==> config.mk <==
export PLATFORM = sky130hd
export DESIGN_NAME = sm4_key_schedule
export DESIGN_NICKNAME = d
export VERILOG_FILES = /design/src/rtl/sm4_key_schedule.sv
export SDC_FILE = /design/constraint.sdc
export NUM_CORES = 2
export LEC_CHECK = 0
export BUFFER_PORTS_ARGS = -buffer_cell sky130_fd_sc_hd__buf_2
export CAP_MARGIN = 20
export CORE_MARGIN = 5
export CORE_UTILIZATION = 35
export DETAILED_ROUTE_END_ITERATION = 6
export PLACE_DENSITY = 0.47
export SKIP_CTS_REPAIR_TIMING = 1
export SYNTH_ARGS = -nofsm -noshare
export SYNTH_HDL_FRONTEND = slang
export SYNTH_SLANG_ARGS = --single-unit
==> constraint.sdc <==
create_clock -name clk -period 10.1 [get_ports clk]
set_input_delay 2.02 -clock clk [delete_from_list [all_inputs] [get_ports clk]]
set_output_delay 2.02 -clock clk [all_outputs]
set_load 0.01 [all_outputs]
==> src/rtl/sm4_key_schedule.sv <==
// SM4 key-expansion engine: expands a 128-bit master key into the 32 round
// keys rk0..rk31, UNROLL rounds per clock, into a round-key file that is
// read back one word per cycle in encryption or decryption order.
module sm4_key_schedule #(
    parameter int unsigned UNROLL = 1
) (
    input  logic         clk,
    input  logic         rst,
    input  logic [127:0] key_in,
    input  logic         key_valid,
    output logic         key_ready,
    output logic         busy,
    output logic         done,
    output logic         keys_valid,
    input  logic         rk_rd_en,
    input  logic [4:0]   rk_rd_idx,
    input  logic         rk_rd_decrypt,
    output logic [31:0]  rk_rd_data,
    output logic         rk_rd_valid
);

    localparam logic [127:0] FK = 128'ha3b1bac656aa3350677d9197b27022dc;

    // SM4 S-box, entry 0 in the top byte.
    localparam logic [2047:0] SBOX = {
        128'hd690e9fecce13db716b614c228fb2c05,
        128'h2b679a762abe04c3aa44132649860699,
        128'h9c4250f491ef987a33540b43edcfac62,
        128'he4b31ca9c908e89580df94fa758f3fa6,
        128'h4707a7fcf37317ba83593c19e6854fa8,
        128'h686b81b27164da8bf8eb0f4b70569d35,
        128'h1e240e5e6358d1a225227c3b01217887,
        128'hd40046579fd327524c3602e7a0c4c89e,
        128'heabf8ad240c738b5a3f7f2cef96115a1,
        128'he0ae5da49b341a55ad933230f58cb1e3,
        128'h1df6e22e8266ca60c02923ab0d534e6f,
        128'hd5db3745defd8e2f03ff6a726d6c5b51,
        128'h8d1baf92bbddbc7f11d95c411f105ad8,
        128'h0ac13188a5cd7bbd2d74d012b8e5b4b0,
        128'h8969974a0c96777e65b9f109c56ec684,
        128'h18f07dec3adc4d2079ee5f3ed7cb3948
    };

    typedef enum logic [1:0] {
        S_IDLE,
        S_EXPAND,
        S_READY
    } state_t;

    state_t         state_q;
    state_t         state_d;
    logic           load;
    logic           step;
    logic           last;
    logic [4:0]     cnt;
    logic [127:0]   kstate;
    logic [31:0]    rk_file [32];
    logic [127:0]   chain [UNROLL+1];
    logic [31:0]    rk_new [UNROLL];
    logic [4:0]     rd_phys;

    function automatic logic [7:0] sbox(input logic [7:0] x);
        return SBOX[11'd2047 - {x, 3'b000} -: 8];
    endfunction

    // CK_i byte j = (4i + j) * 7 mod 256, byte 0 is the most significant.
    function automatic logic [31:0] ck_gen(input logic [4:0] i);
        logic [31:0] ck;
        ck = '0;
        for (int unsigned j = 0; j < 4; j++) begin
            ck[31 - 8*j -: 8] = 8'(({1'b0, i, 2'b00} + 8'(j)) * 8'd7);
        end
        return ck;
    endfunction

    // T': byte-wise S-box followed by L'(B) = B ^ (B <<< 13) ^ (B <<< 23).
    function automatic logic [31:0] t_key(input logic [31:0] a);
        logic [31:0] b;
        for (int unsigned j = 0; j < 4; j++) begin
            b[31 - 8*j -: 8] = sbox(a[31 - 8*j -: 8]);
        end
        return b ^ {b[18:0], b[31:19]} ^ {b[8:0], b[31:9]};
    endfunction

    assign last       = (cnt + 5'(UNROLL)) == 5'd0;
    assign key_ready  = (state_q != S_EXPAND);
    assign busy       = (state_q == S_EXPAND);
    assign keys_valid = (state_q == S_READY);
    assign rd_phys    = rk_rd_decrypt ? (5'd31 - rk_rd_idx) : rk_rd_idx;

    // UNROLL chained key-expansion rounds starting at round cnt.
    always_comb begin
        chain[0] = kstate;
        for (int unsigned u = 0; u < UNROLL; u++) begin
            rk_new[u] = chain[u][127:96] ^
                        t_key(chain[u][95:64] ^ chain[u][63:32] ^ chain[u][31:0] ^
                              ck_gen(cnt + 5'(u)));
            chain[u+1] = {chain[u][95:0], rk_new[u]};
        end
    end

    // FSM state register.
    always_ff @(posedge clk) begin
        if (rst) state_q <= S_IDLE;
        else     state_q <= state_d;
    end

    // Next-state logic and load/step strobes.
    always_comb begin
        state_d = state_q;
        load    = 1'b0;
        step    = 1'b0;
        case (state_q)
            S_IDLE, S_READY: begin
                if (key_valid) begin
                    load    = 1'b1;
                    state_d = S_EXPAND;
                end
            end
            S_EXPAND: begin
                step = 1'b1;
                if (last) state_d = S_READY;
            end
            default: state_d = S_IDLE;
        endcase
    end

    // Key state, round counter and the one-cycle completion pulse.
    always_ff @(posedge clk) begin
        if (rst) begin
            kstate <= '0;
            cnt    <= '0;
            done   <= 1'b0;
        end else begin
            done <= step & last;
            if (load) begin
                kstate <= key_in ^ FK;
                cnt    <= '0;
            end else if (step) begin
                kstate <= chain[UNROLL];
                cnt    <= cnt + 5'(UNROLL);
            end
        end
    end

    // Round-key file writes; contents survive reset, keys_valid gates reads.
    always_ff @(posedge clk) begin
        if (!rst && step) begin
            for (int unsigned u = 0; u < UNROLL; u++) begin
                rk_file[cnt + 5'(u)] <= rk_new[u];
            end
        end
    end

    // Registered read port; data holds when no valid read is issued.
    always_ff @(posedge clk) begin
        if (rst) begin
            rk_rd_data  <= '0;
            rk_rd_valid <= 1'b0;
        end else begin
            rk_rd_valid <= rk_rd_en & keys_valid;
            if (rk_rd_en && keys_valid) rk_rd_data <= rk_file[rd_phys];
        end
    end

endmodule
==> impl_metrics.json <==
{
  "outcome": "completed",
  "met1_length_mm": 98.50,
  "rows": 152,
  "setup_viol_count_final": 0,
  "track_usage_pct": 25.99,
  "syn_area_sq_um": 60570,
  "min_period_over_period_pct": 67.78,
  "cpMaxStageDelayCell": "dfxtp_1",
  "layout-drive-gt1-share_pct": 20.66,
  "yosys_warnings": 0,
  "endpoint_kind": "flop",
  "drt_wl_total_mm": 242.0,
  "root_buffer": "clkbuf_16",
  "netlist-cell-type-count": 92,
  "synth-edff-count": 1024,
  "clk_latency_ns": 0.78,
  "slowest_delay_ns": 0.95,
  "cp_cell_sequence": "inv_1 > ha_1 > xnor2_4 > xor2_4 > buf_4 > buf_4 > nor2_1 > o311ai_0 > nand4_1 > o211ai_1 > xor2_1 > xnor2_1 > xnor2_2 > buf_4",
  "cts_inserted_buffers": 135,
  "fmax_ghz": 0.1461,
  "fp.coreArea_sq_um": 171900,
  "dp_hpwl_mm": 148.3,
  "drtPass1Iterations": 6,
  "drt_drc_violations_left": 0,
  "antenna_found_initial": 8,
  "path_clk_slew_ns": 0.07,
  "tightest_slew_ns": 1.185,
  "path_class": "flop to flop",
  "worstPathArrival_ns": 7.34,
  "die_h_um": 426.0,
  "fin_tns_setup_ns": 0,
  "port_buffers": 174,
  "syn_avg_cell_area_sq_um": 12.80,
  "synth_cells": 4731,
  "synth_ff_type": "edfxtp_1",
  "relSlewSlack_pct": 20.70,
  "clock_sinks": 1193,
  "final_nets": 5000,
  "cts_buffer_depth": 3,
  "die_area_sq_um": 181500,
  "htreeDepth": 4,
  "cap_violations": 0,
  "async_flop_share_pct": 0,
  "drtIter0Drc": 6034,
  "num_vias": 45409,
  "ys_seq_elements": 1193,
  "wl_per_cell_um": 33.52,
  "met3_length_mm": 17.98,
  "syn_nets": 4928,
  "fin_skew_ns": 0.05694,
  "crit_path_max_fanout": 40,
  "required_ns": 10.59,
  "rsz0062_at_grt": "no",
  "fp.dieW_um": 426.0,
  "start_util_pct": 35.23,
  "fin_crit_ns": 6.845,
  "dr_wl_met2_mm": 114.3,
  "finalMaxSlewViolations": 0,
  "grt_overflow": 0,
  "ys_seq_area_share_pct": 56.35,
  "boundaryPins": 175,
  "area_growth_pct": 14.65,
  "place.gp.congestion": 0.9717,
  "grt_pass1_wl_mm": 340.4,
  "critPathLaunchType": "flop",
  "cts_tree": "built",
  "top_layer": "met4",
  "crit_path_frequent_cell": "buf_4",
  "antenna_left": 0,
  "final_hold_viol_count": 0,
  "holdCritPathClass": "flop to flop",
  "vias_per_cell": 6.289,
  "grt_max_degree": 98,
  "grt_pass1_vias": 44214
}
## final timing paths
| path | slack [ns] | depth (start not counted) | to | from |
|---|---|---|---|---|
| setup reg to reg | 3.25 | 14 | rk_file[4][0] | cnt[0] |
| hold reg to reg | 0.47 | 2 | kstate[122] | kstate[122] |
| setup / recovery | 3.25 | 14 | rk_file[4][0] | cnt[0] |
| hold / removal | 0.47 | 2 | kstate[122] | kstate[122] |
## stage by stage
stage	setup slack [ns]	hold WS [ns]	util (%)	std cells	area [sq um]
after floorplan	4.480	0.4368	-	4731	60570
after global placement	3.190	0.4584	37.82	6972	65030
after detailed placement	3.099	0.4622	37.84	6974	65060
after CTS	3.034	0.4693	40.37	7215	69400
after global routing	2.918	0.4835	40.39	7218	69440
final	3.255	0.4682	40.39	7220	69450
## cells in the final DEF (no fill, tap or decap), types with 36 or more instances in the layout
cell	synthesis	routed
o22ai_1	36	36
a211oi_1	84	84
mux4_2	321	321
o221ai_1	43	43
o21ai_0	220	220
a311oi_1	40	40
xnor2_2	4	41
nor2_1	463	429
buf_4	8	172
xnor2_1	142	99
ha_1	53	53
a21oi_1	274	274
dfxtp_1	169	169
a221oi_1	75	75
clkbuf_16	0	138
nand3_1	95	95
a31oi_1	60	60
nor4_1	37	37
edfxtp_1	1024	1024
o211ai_1	58	58
nor3_1	100	100
o311ai_0	37	37
nand2_1	378	378
a22oi_1	50	50
mux2i_1	61	61
buf_2	62	173
## area by class of cell
class / count / area [sq um]
Multi-Input combinational cell: 3087 / 25580
Antenna cell: 3 / 7.507
Sequential cell: 1193 / 34130
Timing Repair Buffer: 357 / 2377
Clock inverter: 60 / 650.6
Tap cell: 2310 / 2890
Inverter: 29 / 111.4
Fill cell: 16236 / 102500
Clock buffer: 181 / 3694
## synth_stat cells, types with 16 or more instances
master	instances	area share [%]
a2111oi_0	30	0.43
a211oi_1	84	1.0
a21oi_1	274	2.3
a221oi_1	75	1.1
a22oi_1	50	0.62
a311oi_1	40	0.58
a31oi_1	60	0.62
and2_1	16	0.17
and3_1	20	0.21
buf_1	71	0.44
buf_2	62	0.51
clkbuf_1	279	1.7
dfxtp_1	169	5.6
edfxtp_1	1024	51
ha_1	53	1.1
inv_1	25	0.15
mux2i_1	61	1.0
mux4_2	321	12
nand2_1	378	2.3
nand2b_1	17	0.18
nand3_1	95	0.78
nand4_1	33	0.34
nor2_1	463	2.9
nor3_1	100	0.83
nor4_1	37	0.38
o2111ai_1	24	0.35
o211ai_1	58	0.72
o21ai_0	220	1.8
o221a_2	17	0.32
o221ai_1	43	0.62
o22ai_1	36	0.37
o311ai_0	37	0.53
o31ai_1	21	0.26
xnor2_1	142	2.1
xor2_1	52	0.75
## state kept, by name (all words and copies together) (netlist names)
register	cells
cnt	5
done	1
kstate	128
rk_file	1024
rk_rd_data	32
rk_rd_valid	1
state_q	2
## critical path, delay by kind of cell, from the launching register on
kind,cells,cell delay (ns)
buffers and inverters,4,1.60
AND/OR/NAND/NOR,2,0.42
AO/OA/AOI/OAI,2,1.53
XOR/XNOR,5,1.47
adder cells (fa/ha/maj),1,0.50
flip-flops,1,0.95
## cells by family after synthesis
logic type | Yosys count | synth area share, %
buffers and inverters | 451 | 2.997
xor gates and xnor gates | 221 | 3.778
DFF | 1193 | 56.35
AOI/OAI and AO/OA | 1219 | 13.92
adders and majority gates | 60 | 1.310
and+or+nand+nor | 1199 | 8.595
muxes | 388 | 13.05
## routing by layer
metal,vias to the layer above,GRT usage [%]
li1,18982,-
met1,23338,35.07
met2,2562,42.30
met3,527,3.988
met4,0,10.23
met5,-,0
Power is left out: the tool's default activity adds up to more than one toggle a clock period on the data nets, which glitch-free logic cannot reach.
